$ cat src/rtl/salu_operand_fetch_if.sv
// Signal bundle between the SALU operand-fetch unit and its neighbours (decode, SGPR read port, execute).
// master is the fetch unit's view; slave is the surrounding pipeline's view. SALU_OPFETCH_BYPASS_EN adds writeback forwarding.
interface salu_operand_fetch_if #(
    parameter int COMMON_W = 32
);
    logic                op_valid;
    logic [7:0]          op_src0;
    logic [7:0]          op_src1;
    logic [6:0]          op_dest;
    logic [COMMON_W-1:0] op_common;

    logic                rd_req_valid;
    logic [6:0]          rd_req_addr;
    logic                rd_resp_valid;
    logic [31:0]         rd_resp_data;

    logic                exec_valid;
    logic                exec_ready;
    logic [31:0]         exec_src0;
    logic [31:0]         exec_src1;
    logic [6:0]          exec_dest;
    logic [COMMON_W-1:0] exec_common;

    logic                overflow;
    logic                illegal_src;

`ifdef SALU_OPFETCH_BYPASS_EN
    logic                wb_valid;
    logic [6:0]          wb_addr;
    logic [31:0]         wb_data;

    modport master (
        input  op_valid, op_src0, op_src1, op_dest, op_common,
        output rd_req_valid, rd_req_addr,
        input  rd_resp_valid, rd_resp_data,
        output exec_valid, exec_src0, exec_src1, exec_dest, exec_common,
        input  exec_ready,
        output overflow, illegal_src,
        input  wb_valid, wb_addr, wb_data
    );

    modport slave (
        output op_valid, op_src0, op_src1, op_dest, op_common,
        input  rd_req_valid, rd_req_addr,
        output rd_resp_valid, rd_resp_data,
        input  exec_valid, exec_src0, exec_src1, exec_dest, exec_common,
        output exec_ready,
        input  overflow, illegal_src,
        output wb_valid, wb_addr, wb_data
    );
`else
    modport master (
        input  op_valid, op_src0, op_src1, op_dest, op_common,
        output rd_req_valid, rd_req_addr,
        input  rd_resp_valid, rd_resp_data,
        output exec_valid, exec_src0, exec_src1, exec_dest, exec_common,
        input  exec_ready,
        output overflow, illegal_src
    );

    modport slave (
        output op_valid, op_src0, op_src1, op_dest, op_common,
        input  rd_req_valid, rd_req_addr,
        output rd_resp_valid, rd_resp_data,
        input  exec_valid, exec_src0, exec_src1, exec_dest, exec_common,
        output exec_ready,
        input  overflow, illegal_src
    );
`endif
endinterface

$ cat src/rtl/salu_operand_fetch.sv
// SALU operand fetch: buffers decoded SOP2 ops and resolves both sources from the SGPR read port or inline constants.
// Optional macro SALU_OPFETCH_BYPASS_EN forwards matching SALU writeback data in place of an SGPR read.
//
// state | meaning
// IDLE  | no working op; pops the FIFO when it holds an entry
// SRC0  | resolve operand 0: issue SGPR read or latch constant
// WAIT0 | waiting for the SGPR read response for operand 0
// SRC1  | resolve operand 1: issue SGPR read or latch constant
// WAIT1 | waiting for the SGPR read response for operand 1
// OUT   | resolved op presented to execute until accepted
module salu_operand_fetch #(
    parameter int FIFO_DEPTH = 4,
    parameter int COMMON_W   = 32
) (
    input  logic                 clk,
    input  logic                 rst,
    salu_operand_fetch_if.master bus
);
    localparam int             PTR_W     = (FIFO_DEPTH > 1) ? $clog2(FIFO_DEPTH) : 1;
    localparam logic [PTR_W:0] DEPTH_CNT = (PTR_W + 1)'(FIFO_DEPTH);

    typedef enum logic [2:0] {
        S_IDLE,
        S_SRC0,
        S_WAIT0,
        S_SRC1,
        S_WAIT1,
        S_OUT
    } state_t;

    typedef struct packed {
        logic [7:0]          src0;
        logic [7:0]          src1;
        logic [6:0]          dest;
        logic [COMMON_W-1:0] common;
    } op_t;

    typedef struct packed {
        logic        is_reg;
        logic        illegal;
        logic [31:0] value;
    } src_dec_t;

    op_t              fifo_mem [FIFO_DEPTH];
    logic [PTR_W-1:0] wr_ptr;
    logic [PTR_W-1:0] rd_ptr;
    logic [PTR_W:0]   fifo_cnt;
    logic             fifo_empty;
    logic             fifo_full;
    logic             push;
    logic             pop;
    logic             drop;

    state_t      state;
    state_t      state_nxt;
    op_t         work_op;
    logic [31:0] src0_val;
    logic [31:0] src1_val;
    logic        overflow_q;

    logic        is_op1;
    logic [7:0]  cur_enc;
    src_dec_t    cur_dec;
    logic        wb_hit;
    logic [31:0] wb_data;
    logic        ld_en;
    logic [31:0] ld_val;
    logic        rd_req;
    logic        illegal;

    // 0..127 SGPR, 128..192 small positive, 193..208 small negative, rest unsupported.
    function automatic src_dec_t decode_src(input logic [7:0] enc);
        src_dec_t d;
        d = '0;
        if (!enc[7]) begin
            d.is_reg = 1'b1;
        end else if (enc <= 8'd192) begin
            d.value = {24'd0, 8'(enc - 8'd128)};
        end else if (enc <= 8'd208) begin
            d.value = 32'd0 - (32'(enc) - 32'd192);
        end else begin
            d.illegal = 1'b1;
        end
        return d;
    endfunction

    assign fifo_empty = (fifo_cnt == '0);
    assign fifo_full  = (fifo_cnt == DEPTH_CNT);
    assign pop        = (state == S_IDLE) && !fifo_empty;
    assign push       = bus.op_valid && (!fifo_full || pop);
    assign drop       = bus.op_valid && fifo_full && !pop;

    always_ff @(posedge clk) begin
        if (push) begin
            fifo_mem[wr_ptr] <= {bus.op_src0, bus.op_src1, bus.op_dest, bus.op_common};
        end
    end

    always_ff @(posedge clk or posedge rst) begin
        if (rst) begin
            wr_ptr   <= '0;
            rd_ptr   <= '0;
            fifo_cnt <= '0;
        end else begin
            if (push) begin
                wr_ptr <= wr_ptr + PTR_W'(1);
            end
            if (pop) begin
                rd_ptr <= rd_ptr + PTR_W'(1);
            end
            case ({push, pop})
                2'b10:   fifo_cnt <= fifo_cnt + (PTR_W + 1)'(1);
                2'b01:   fifo_cnt <= fifo_cnt - (PTR_W + 1)'(1);
                default: fifo_cnt <= fifo_cnt;
            endcase
        end
    end

    always_ff @(posedge clk or posedge rst) begin
        if (rst) begin
            overflow_q <= 1'b0;
        end else if (drop) begin
            overflow_q <= 1'b1;
        end
    end

    assign is_op1  = (state == S_SRC1) || (state == S_WAIT1);
    assign cur_enc = is_op1 ? work_op.src1 : work_op.src0;
    assign cur_dec = decode_src(cur_enc);

`ifdef SALU_OPFETCH_BYPASS_EN
    assign wb_hit  = bus.wb_valid && (bus.wb_addr == cur_enc[6:0]);
    assign wb_data = bus.wb_data;
`else
    assign wb_hit  = 1'b0;
    assign wb_data = '0;
`endif

    always_ff @(posedge clk or posedge rst) begin
        if (rst) begin
            state <= S_IDLE;
        end else begin
            state <= state_nxt;
        end
    end

    always_comb begin
        state_nxt = state;
        rd_req    = 1'b0;
        illegal   = 1'b0;
        ld_en     = 1'b0;
        ld_val    = cur_dec.value;
        unique case (state)
            S_IDLE: begin
                if (pop) begin
                    state_nxt = S_SRC0;
                end
            end
            S_SRC0, S_SRC1: begin
                illegal = cur_dec.illegal;
                if (cur_dec.is_reg && !wb_hit) begin
                    rd_req    = 1'b1;
                    state_nxt = is_op1 ? S_WAIT1 : S_WAIT0;
                end else begin
                    ld_en     = 1'b1;
                    state_nxt = is_op1 ? S_OUT : S_SRC1;
                    if (cur_dec.is_reg) begin
                        ld_val = wb_data;
                    end
                end
            end
            S_WAIT0, S_WAIT1: begin
                if (bus.rd_resp_valid) begin
                    ld_en     = 1'b1;
                    ld_val    = wb_hit ? wb_data : bus.rd_resp_data;
                    state_nxt = is_op1 ? S_OUT : S_SRC1;
                end
            end
            S_OUT: begin
                if (bus.exec_ready) begin
                    state_nxt = S_IDLE;
                end
            end
            default: state_nxt = S_IDLE;
        endcase
    end

    always_ff @(posedge clk or posedge rst) begin
        if (rst) begin
            work_op  <= '0;
            src0_val <= '0;
            src1_val <= '0;
        end else begin
            if (pop) begin
                work_op <= fifo_mem[rd_ptr];
            end
            if (ld_en) begin
                if (is_op1) begin
                    src1_val <= ld_val;
                end else begin
                    src0_val <= ld_val;
                end
            end
        end
    end

    assign bus.rd_req_valid = rd_req;
    assign bus.rd_req_addr  = rd_req ? cur_enc[6:0] : 7'd0;
    assign bus.exec_valid   = (state == S_OUT);
    assign bus.exec_src0    = src0_val;
    assign bus.exec_src1    = src1_val;
    assign bus.exec_dest    = work_op.dest;
    assign bus.exec_common  = work_op.common;
    assign bus.overflow     = overflow_q;
    assign bus.illegal_src  = illegal;
endmodule

$ cat src/flat_wrapper.sv
// flat-port wrapper written by rule: the top's interface ports become plain ports
module salu_operand_fetch_flat 
#(
    parameter int FIFO_DEPTH = 4,
    parameter int COMMON_W   = 32
)
  (clk, rst, bus_op_valid, bus_op_src0, bus_op_src1, bus_op_dest, bus_op_common, bus_rd_req_valid, bus_rd_req_addr, bus_rd_resp_valid, bus_rd_resp_data, bus_exec_valid, bus_exec_src0, bus_exec_src1, bus_exec_dest, bus_exec_common, bus_exec_ready, bus_overflow, bus_illegal_src);
  salu_operand_fetch_if #(.COMMON_W(COMMON_W)) bus_i ();
  input  logic clk;
  input  logic rst;
  input wire logic [$bits(bus_i.op_valid)-1:0] bus_op_valid;
  input wire logic [$bits(bus_i.op_src0)-1:0] bus_op_src0;
  input wire logic [$bits(bus_i.op_src1)-1:0] bus_op_src1;
  input wire logic [$bits(bus_i.op_dest)-1:0] bus_op_dest;
  input wire logic [$bits(bus_i.op_common)-1:0] bus_op_common;
  output wire logic [$bits(bus_i.rd_req_valid)-1:0] bus_rd_req_valid;
  output wire logic [$bits(bus_i.rd_req_addr)-1:0] bus_rd_req_addr;
  input wire logic [$bits(bus_i.rd_resp_valid)-1:0] bus_rd_resp_valid;
  input wire logic [$bits(bus_i.rd_resp_data)-1:0] bus_rd_resp_data;
  output wire logic [$bits(bus_i.exec_valid)-1:0] bus_exec_valid;
  output wire logic [$bits(bus_i.exec_src0)-1:0] bus_exec_src0;
  output wire logic [$bits(bus_i.exec_src1)-1:0] bus_exec_src1;
  output wire logic [$bits(bus_i.exec_dest)-1:0] bus_exec_dest;
  output wire logic [$bits(bus_i.exec_common)-1:0] bus_exec_common;
  input wire logic [$bits(bus_i.exec_ready)-1:0] bus_exec_ready;
  output wire logic [$bits(bus_i.overflow)-1:0] bus_overflow;
  output wire logic [$bits(bus_i.illegal_src)-1:0] bus_illegal_src;
  assign bus_i.op_valid = bus_op_valid;
  assign bus_i.op_src0 = bus_op_src0;
  assign bus_i.op_src1 = bus_op_src1;
  assign bus_i.op_dest = bus_op_dest;
  assign bus_i.op_common = bus_op_common;
  assign bus_rd_req_valid = bus_i.rd_req_valid;
  assign bus_rd_req_addr = bus_i.rd_req_addr;
  assign bus_i.rd_resp_valid = bus_rd_resp_valid;
  assign bus_i.rd_resp_data = bus_rd_resp_data;
  assign bus_exec_valid = bus_i.exec_valid;
  assign bus_exec_src0 = bus_i.exec_src0;
  assign bus_exec_src1 = bus_i.exec_src1;
  assign bus_exec_dest = bus_i.exec_dest;
  assign bus_exec_common = bus_i.exec_common;
  assign bus_i.exec_ready = bus_exec_ready;
  assign bus_overflow = bus_i.overflow;
  assign bus_illegal_src = bus_i.illegal_src;
  salu_operand_fetch #(.FIFO_DEPTH(FIFO_DEPTH), .COMMON_W(COMMON_W)) u_core (.clk(clk), .rst(rst), .bus(bus_i));
endmodule
$ cat config.mk
export PLATFORM = sky130hd
export DESIGN_NAME = salu_operand_fetch_flat
export DESIGN_NICKNAME = d
export VERILOG_FILES = /design/src/rtl/salu_operand_fetch_if.sv /design/src/rtl/salu_operand_fetch.sv /design/src/flat_wrapper.sv
export SDC_FILE = /design/constraint.sdc
export NUM_CORES = 1
export LEC_CHECK = 0
export ABC_AREA = 1
export BUFFER_PORTS_ARGS = -buffer_cell sky130_fd_sc_hd__buf_4
export CELL_PAD_IN_SITES_DETAIL_PLACEMENT = 1
export CELL_PAD_IN_SITES_GLOBAL_PLACEMENT = 1
export CORE_ASPECT_RATIO = 0.7
export CORE_MARGIN = 2
export CORE_UTILIZATION = 49
export DETAILED_ROUTE_END_ITERATION = 16
export PLACE_DENSITY_LB_ADDON = 0.15
export SYNTH_ARGS = -nofsm -noshare
export SYNTH_HDL_FRONTEND = slang
export SYNTH_SLANG_ARGS = --single-unit
$ cat constraint.sdc
create_clock -name clk -period 7.8 [get_ports clk]
set_input_delay 0.78 -clock clk [delete_from_list [all_inputs] [get_ports clk]]
set_output_delay 0.78 -clock clk [all_outputs]
set_load 0.01 [all_outputs]
==> key figures, run 1 <==
Run status
  – Status: finished clean

STA
  – Crit path time final: 3.78 ns
  – RSZ-0062 raised after global routing: no
  – Slew Limit Headroom: 0.227
  – Achievable Freq: 264 MHz
  – Final TNS setup: 0 ns
  – Worst clock skew: 0.0326 ns
  – Final Cycle Share: 0.485
  – Final Max Slew Viols: 0
  – Hold Fails Final Rpt: 0
  – Count of final setup violators: 0
  – Worst-margin pin slew: 1.16 ns

Route
  – # DRC: 0
  – Wire length per cell: 20.6 um
  – Via count: 9824
  – Via/cell ratio: 5.41
  – First-pass detailed-route iteration total: 4
  – Initial DRC Count: 590
  – Antenna Violating Nets Remaining: 0
  – Routed wire length: 37400 um

Clock network
  – CTS Buf Count: 35
  – Clock Root Buffer: clkbuf_16
  – Hold buffer count at cts: 0
  – Clock Latency Late Sink: 0.54 ns
  – Worst-path clk slew: 0.06 ns
  – CTS tree: yes
  – CTS sink cnt: 350
  – Total setup buffers inserted after CTS: 0
  – Cells resized by post-CTS repair: 0
  – CTS H-tree lvls: 2
  – CTS max path bufs: 3

Die
  – I/O pins: 206
  – Initial core utilization: 0.494
  – Die span in x: 207 um
  – Die H: 146 um
  – FP Rows: 52
  – Die Area: 30300 um2
  – Core Box Area: 28700 um2

Worst setup path
  – Max incr delay on CP: 0.56 ns
  – Worst R2R Path Depth: 10
  – Crit path kind: register to output pin
  – Critical path fanouts, max: 17
  – Critical path required time: 7.02 ns
  – CP startpoint kind: register
  – Data arrival time of the critical path: 3.00 ns
  – Crit path cell chain: o21ai_2 > nand2_2 > nand2_1 > o21ai_2 > inv_1 > ha_1 > inv_1 > a211oi_1 > buf_4
  – Reg2reg end: u_core.bus.exec_src1[10]
  – Worst path slowest cell: ha_1
  – Reg2reg start: u_core.state[0]
  – R2R setup slack: 4.23 ns
  – Worst Setup End Kind: output pin

Yosys
  – Synthesis warning total: 0
  – Synth top area cells: edfxtp_1 (47%), dfrtp_1 (23%), nor2_1 (8.5%)
  – Yosys cell types: 35
  – Avg Cell Area, Syn: 11.3 um2
  – Syn Nets: 1368
  – Register bit total from synthesis: 350
  – Post-synth top area share: 0.466
  – Dominant cell type by area after synthesis: edfxtp_1
  – Mapped Cells: 1259
  – Cell area after synthesis: 14200 um2
  – Seq/Total Area, Yosys: 0.696

Power and ir drop
  – PwrDens: 449 nW/um2
  – Leakage: 0.00663 uW
  – Peak supply drop: 0.000245 V

GRT
  – Largest net degree at the start of global routing: 85
  – Global-route wire length before repair: 58100 um
  – Vias in the first global route: 10300
  – GRT overflow: 0
  – Antenna violations before repair: 0
  – Gr usage total: 0.247

Placement
  – Gpl congestion: 0.779
  – PortBufs: 205
  – Detailed placer's ending HPWL: 23100 um
  – Inst Count DP: 1751
  – Placed Area: 15800 um2

Finish
  – Fin cells: 1815
  – Final instance area: 16800 um2
  – Share of cells above drive strength 1: 0.205
  – Area delta synth->final: 18.8%
  – Layout net count: 1519

Hold path
  – HP Class: primary input to async pin

Run
  – MaxCap Viol Count: 0
-- per-layer routing --
| layer | global-route usage | wire, um | up-vias |
|---|---|---|---|
| met5 | 0 | 0 | - |
| met4 | 0.0550 | 536 | 0 |
| met3 | 0.0445 | 1570 | 41 |
| met2 | 0.399 | 17900 | 179 |
| met1 | 0.352 | 17400 | 5000 |
| li1 | - | - | 4604 |
-- registers in the layout, summed over array words and instances, names as in the netlist, 2 cells and up --
| signal | cells |
|---|---|
| u_core.rd_ptr | 2 |
| u_core.bus.exec_common | 32 |
| u_core.fifo_cnt | 3 |
| u_core.fifo_mem | 220 |
| u_core.bus.exec_src0 | 32 |
| u_core.bus.exec_src1 | 32 |
| u_core.state | 3 |
| u_core.wr_ptr | 2 |
| u_core.work_op | 16 |
| u_core.bus.exec_dest | 7 |
-- worst max-delay path: cells and delay by family, from the launching register on --
kind	cells	cell delay [ns]
AO/OA/AOI/OAI	3	0.60
adder cells (fa/ha/maj)	1	0.56
AND/OR/NAND/NOR	2	0.44
buffers and inverters	3	0.44
flip-flops	1	0.42
-- placed cells by master, fill, tap and decap left out, types with 4 or more instances in the layout --
cell type  count
inv_1         47
o21ai_0      126
ha_1          16
nor2_4         7
buf_4        218
o22ai_1       10
nand2_1      130
dfrtp_1      128
nor3_1         5
clkbuf_16     35
nand2_2        6
nor2_2         4
inv_6          4
clkbuf_8       5
edfxtp_1     220
clkbuf_1      15
a31oi_1       97
a21oi_1        5
o21ai_1        7
nor2_1       314
nand3_1        8
-- final cells by class --
| class | count | area (um2) |
|---|---|---|
| well taps | 378 | 473 |
| flip-flops and latches | 350 | 9860 |
| repair buffers | 218 | 1640 |
| diodes | 1 | 2.50 |
| inverters | 51 | 196 |
| clock buffers | 55 | 1000 |
| clock inverters | 8 | 56.3 |
| fillers | 3014 | 11900 |
| multi-input cells | 754 | 3610 |
-- how the worst max path moves through the flow --
stage	start	endpoint	slack (ns)	cells past startpoint
2_1_floorplan	rst	u_core.bus.exec_common[0]	3.55	1
3_3_place_gp	u_core.state[0]	u_core.bus.exec_src1[16]	4.54	10
3_5_place_dp	u_core.state[0]	u_core.bus.exec_src1[10]	4.28	10
4_1_cts	u_core.state[0]	bus_illegal_src	3.99	9
5_1_grt	u_core.state[0]	bus_illegal_src	3.70	9
6_report	u_core.state[0]	bus_illegal_src	4.02	9
-- cells in the mapped netlist --
master / count
ha_1: 16
buf_2: 8
dfrtp_1: 130
buf_6: 2
nand3_1: 8
a31oi_1: 97
a21oi_1: 5
nor3_1: 5
o21ai_4: 1
buf_4: 40
a211oi_1: 1
nor2_2: 3
or2_2: 1
nand2_1: 130
nand2_2: 6
xor2_1: 3
a22oi_1: 1
o211ai_1: 1
nand3_2: 2
a31o_2: 1
and3_1: 1
inv_1: 49
inv_2: 2
o21ai_0: 126
buf_1: 7
clkbuf_1: 47
o21a_1: 1
nand4_1: 2
o21ai_2: 2
xnor2_1: 1
edfxtp_1: 220
o21ai_1: 7
nor2_1: 322
fa_1: 1
o22ai_1: 10
-- kinds of logic after synthesis --
family	after synthesis	synth area share
flip-flops	350	0.696
AO/OA/AOI/OAI	253	0.101
buffers and inverters	155	0.0534
AND/OR/NAND/NOR	480	0.132
adder cells (fa/ha/maj)	17	0.0155
XOR/XNOR	4	0.00247
-- stage by stage --
| stage | util | total power [uW] | setup WS, ns | hold WS [ns] |
|---|---|---|---|---|
| 2_1_floorplan | - | 4870 | 3.55 | 0.489 |
| 3_3_place_gp | 0.550 | 5870 | 4.54 | 0.470 |
| 3_5_place_dp | 0.550 | 6010 | 4.28 | 0.476 |
| 4_1_cts | 0.587 | 7620 | 3.99 | 0.427 |
| 5_1_grt | 0.587 | 8070 | 3.70 | 0.427 |
| 6_report | 0.587 | 7560 | 4.02 | 0.401 |
-- power by group --
group	leakage [uW]	internal [uW]	switching (uW)
logic	0.00259	1070	2000
registers	0.00353	2600	302
clock network	0.000512	888	696
total	0.00663	4560	3000
(Power assumes the default switching activity.)
==> run 2, diff against run 1 <==
--- a/config.mk
+++ b/config.mk
@@ -5,13 +5,13 @@
 export SDC_FILE = /design/constraint.sdc
 export NUM_CORES = 1
 export LEC_CHECK = 0
-export ABC_AREA = 1
+export ABC_AREA = 0
 export BUFFER_PORTS_ARGS = -buffer_cell sky130_fd_sc_hd__buf_4
 export CELL_PAD_IN_SITES_DETAIL_PLACEMENT = 1
 export CELL_PAD_IN_SITES_GLOBAL_PLACEMENT = 1
 export CORE_ASPECT_RATIO = 0.7
 export CORE_MARGIN = 2
-export CORE_UTILIZATION = 49
+export CORE_UTILIZATION = 48
 export DETAILED_ROUTE_END_ITERATION = 16
 export PLACE_DENSITY_LB_ADDON = 0.15
 export SYNTH_ARGS = -nofsm -noshare
==> constraint.sdc (replaced) <==
create_clock -name clk -period 3.8 [get_ports clk]
set_input_delay 0.38 -clock clk [delete_from_list [all_inputs] [get_ports clk]]
set_output_delay 0.38 -clock clk [all_outputs]
set_load 0.01 [all_outputs]
==> run 2 against run 1 <==
Compared with the run above: clock skew is 0.022 ns lower; first-iteration DRC count is 10% lower; total power grew 100%; global-route usage decreased by 2.8 points; critical path type is now register to register; critical endpoint is now u_core.bus.exec_src1[9]; largest cell class unchanged.
==> key figures, run 2 <==
STA
  – Count of final setup violators: 0 (unchanged)
  – Crit path time final: 3.53 ns
  – Achievable Freq: 283 MHz
  – Slew Limit Headroom: 0.349 (was 0.227)
  – Hold Fails Final Rpt: 0 (unchanged)
  – Final Max Slew Viols: 0 (unchanged)
  – Final TNS setup: 0 ns (unchanged)
  – WHS: 0.0615 ns (was 0.401 ns)
  – RSZ-0062 raised after global routing: no (unchanged)
  – Final Cycle Share: 0.930
  – Worst-margin pin slew: 0.975 ns (was 1.16 ns)
  – Worst clock skew: 0.0102 ns (was 0.0326 ns)

Yosys
  – Number of synthesized flops with an enable pin: 220 (unchanged)
  – Synth top area cells: edfxtp_1 (46%), dfrtp_1 (23%), mux4_2 (8.7%) (was edfxtp_1 (47%), dfrtp_1 (23%), nor2_1 (8.5%))
  – Yosys cell types: 57 (was 35)
  – Top_reg_cell synth: edfxtp_1 (unchanged)
  – Synthesis warning total: 0 (unchanged)
  – Register bit total from synthesis: 350 (unchanged)
  – Post-synth ARST share: 0.371 (unchanged)
  – Synth cell count leaders: edfxtp_1 (220), dfrtp_1 (130), nor2_1 (64) (was nor2_1 (322), edfxtp_1 (220), dfrtp_1 (130), nand2_1 (130), o21ai_0 (126))
  – Syn Nets: 992 (was 1368)
  – Avg Cell Area, Syn: 16.1 um2 (was 11.3 um2)
  – Mapped Cells: 883 (was 1259)
  – Cell area after synthesis: 14200 um2 (about the same)
  – Top-count cell post-synth: edfxtp_1 (was nor2_1)
  – Dominant cell type by area after synthesis: edfxtp_1 (unchanged)
  – Post-synth top area share: 0.465 (was 0.466)
  – Seq/Total Area, Yosys: 0.693 (was 0.696)

Clock network
  – Hold buffer count at cts: 0 (unchanged)
  – Total setup buffers inserted after CTS: 0 (unchanged)
  – CTS sink cnt: 350 (unchanged)
  – CTS max path bufs: 3 (unchanged)
  – CTS Buf Count: 35 (unchanged)
  – Worst-path clk slew: 0.07 ns (was 0.06 ns)
  – Clock Latency Late Sink: 0.52 ns (was 0.54 ns)
  – Clock Root Buffer: clkbuf_16 (unchanged)
  – CTS tree: yes (unchanged)
  – Cells resized by post-CTS repair: 0 (unchanged)
  – CTS H-tree lvls: 2 (unchanged)

Finish
  – Area occupied by multi-input gates: 3800 um2 (was 3610 um2)
  – Layout net count: 1174 (was 1519)
  – Area delta synth->final: 21.4% (was 18.8%)
  – FF/Latch Area: 9860 um2 (unchanged)
  – Fin cells: 1469 (was 1815)
  – Largest Register: u_core.fifo_mem (unchanged)
  – Most common cell after layout, fill and taps aside: buf_4 (was nor2_1)
  – Share of cells above drive strength 1: 0.388 (was 0.205)
  – # fillers: 2690 (was 3014)
  – Max reg flops: 220 (unchanged)
  – Most frequent cells in the layout: buf_4 (221), edfxtp_1 (220), dfrtp_1 (128) (was nor2_1 (314), edfxtp_1 (220), buf_4 (218))
  – Ant diodes: 0 (was 1)

Route
  – First-pass detailed-route iteration total: 5 (was 4)
  – # DRC: 0 (unchanged)
  – Routed wire length: 32700 um (was 37400 um)
  – Initial DRC Count: 531 (was 590)
  – Antenna Violating Nets Remaining: 0 (unchanged)
  – Via count: 8097 (was 9824)
  – Via/cell ratio: 5.51 (was 5.41)
  – Wire length per cell: 22.3 um (was 20.6 um)

Worst setup path
  – Crit path cell chain: or3b_1 > o32a_1 > a22oi_4 > nand4_4 > nor3_1 > nand2_1 > ha_1 > inv_1 > a22oi_1 > a21oi_1 (was o21ai_2 > nand2_2 > nand2_1 > o21ai_2 > inv_1 > ha_1 > inv_1 > a211oi_1 > buf_4)
  – Max incr delay on CP: 0.65 ns (was 0.56 ns)
  – Critical path required time: 4.16 ns (was 7.02 ns)
  – Critical path fanouts, max: 11 (was 17)
  – Crit path kind: register to register (was register to output pin)
  – Data arrival time of the critical path: 3.90 ns (was 3.00 ns)
  – Worst Setup End Kind: register (was output pin)
  – Worst path slowest cell: or3b_1 (was ha_1)
  – Worst R2R Path Depth: 10 (unchanged)
  – CP startpoint kind: register (unchanged)

Hold path
  – HP Class: primary input to async pin (unchanged)

Placement
  – Detailed placer's ending HPWL: 21300 um (was 23100 um)
  – Gpl congestion: 0.816 (was 0.779)
  – Inst Count DP: 1406 (was 1751)
  – PortBufs: 205 (unchanged)

Power and ir drop
  – PwrDens: 890 nW/um2 (was 449 nW/um2)
  – Leakage: 0.00662 uW (was 0.00663 uW)
  – Peak supply drop: 0.000641 V (was 0.000245 V)
  – PnR Total Power: 15400 uW (was 7560 uW)

GRT
  – Vias in the first global route: 8767 (was 10300)
  – Global-route wire length before repair: 51800 um (was 58100 um)
  – Antenna violations before repair: 1 (was 0)
  – Gr usage total: 0.219 (was 0.247)
  – GRT overflow: 0 (unchanged)
  – Largest net degree at the start of global routing: 58 (was 85)

Die
  – Initial core utilization: 0.490 (was 0.494)
  – FP Rows: 52 (unchanged)
  – Die H: 148 um (was 146 um)
  – I/O pins: 206 (unchanged)
  – Core Box Area: 29000 um2 (was 28700 um2)
  – Die span in x: 210 um (was 207 um)
  – Die Area: 31000 um2 (was 30300 um2)

Run status
  – Status: finished clean (unchanged)

Run
  – MaxCap Viol Count: 0 (unchanged)
## run 2: cell types whose count changed in the layout (fill, tap and decap cells not counted), sizes merged, moves of 16 or more
cell,previous run,this run
a21oi,5,30
a22oi,1,17
a31oi,97,21
inv,54,22
mux2,0,55
mux4,0,55
nand2,136,52
nor2,325,64
o21ai,136,36
## run 2: path summary, 6_finish.rpt
path / startpoint / to / slack (ns)
worst max-delay path: u_core.state[0] / u_core.bus.exec_src1[9] / 0.27
worst min-delay path: rst / u_core.bus.exec_src1[21] / 0.06
worst max register to register: u_core.state[0] / u_core.bus.exec_src1[9] / 0.27
worst min register to register: u_core.bus.overflow / u_core.bus.overflow / 0.47
max in group asynchronous: rst / u_core.bus.exec_src1[4] / 2.94
min in group clk: bus_op_common[0] / u_core.fifo_mem[1][0] / 0.06
## run 2: stage by stage
stage               setup slack (ns)   util  cell area, um2
global placement               0.386  0.555           16100
global route                  0.0171  0.595           17300
floorplan                      0.537      -           14200
detailed placement             0.325  0.555           16100
finish                         0.267  0.595           17300
CTS                            0.168  0.595           17300
## run 2: routing by layer
layer | part of all wire | vias up | routed length, um | track usage
met5 | 0.00031 | - | 10 | 0
met4 | 0.015 | 2 | 491 | 0.0504
met3 | 0.042 | 46 | 1360 | 0.0393
met2 | 0.47 | 165 | 15400 | 0.336
met1 | 0.47 | 4223 | 15500 | 0.329
li1 | - | 3661 | - | -
## run 2: cell families after synthesis
kind of cell / after synthesis / share of synthesized area
buffers and inverters: 110 / 0.0410
DFF: 350 / 0.693
muxes: 111 / 0.131
adders and majority gates: 17 / 0.0155
xor gates and xnor gates: 9 / 0.00554
and+or+nand+nor: 158 / 0.0514
AOI/OAI and AO/OA: 128 / 0.0617
## run 2: layout make-up
type,instances,area share
Clock buffer,45,0.0589
Clock inverter,18,0.00740
Inverter,23,0.00522
Multi-Input combinational cell,423,0.220
Sequential cell,350,0.572
Tap cell,378,0.0274
Timing Repair Buffer,232,0.109
## run 2: where the power goes
part	leakage, uW	switching [uW]	internal, uW
clock network	0.000556	1440	1970
registers	0.00358	704	5280
logic	0.00248	3120	2850
total	0.00662	5260	10100
## run 2: worst max-delay path, delay by kind of cell (launching register included)
| kind | cells | cell delay, ns |
|---|---|---|
| AND/OR/NAND/NOR | 4 | 1.58 |
| flip-flops | 1 | 0.52 |
| buffers and inverters | 1 | 0.04 |
| AO/OA/AOI/OAI | 4 | 0.94 |
| adder cells (fa/ha/maj) | 1 | 0.31 |
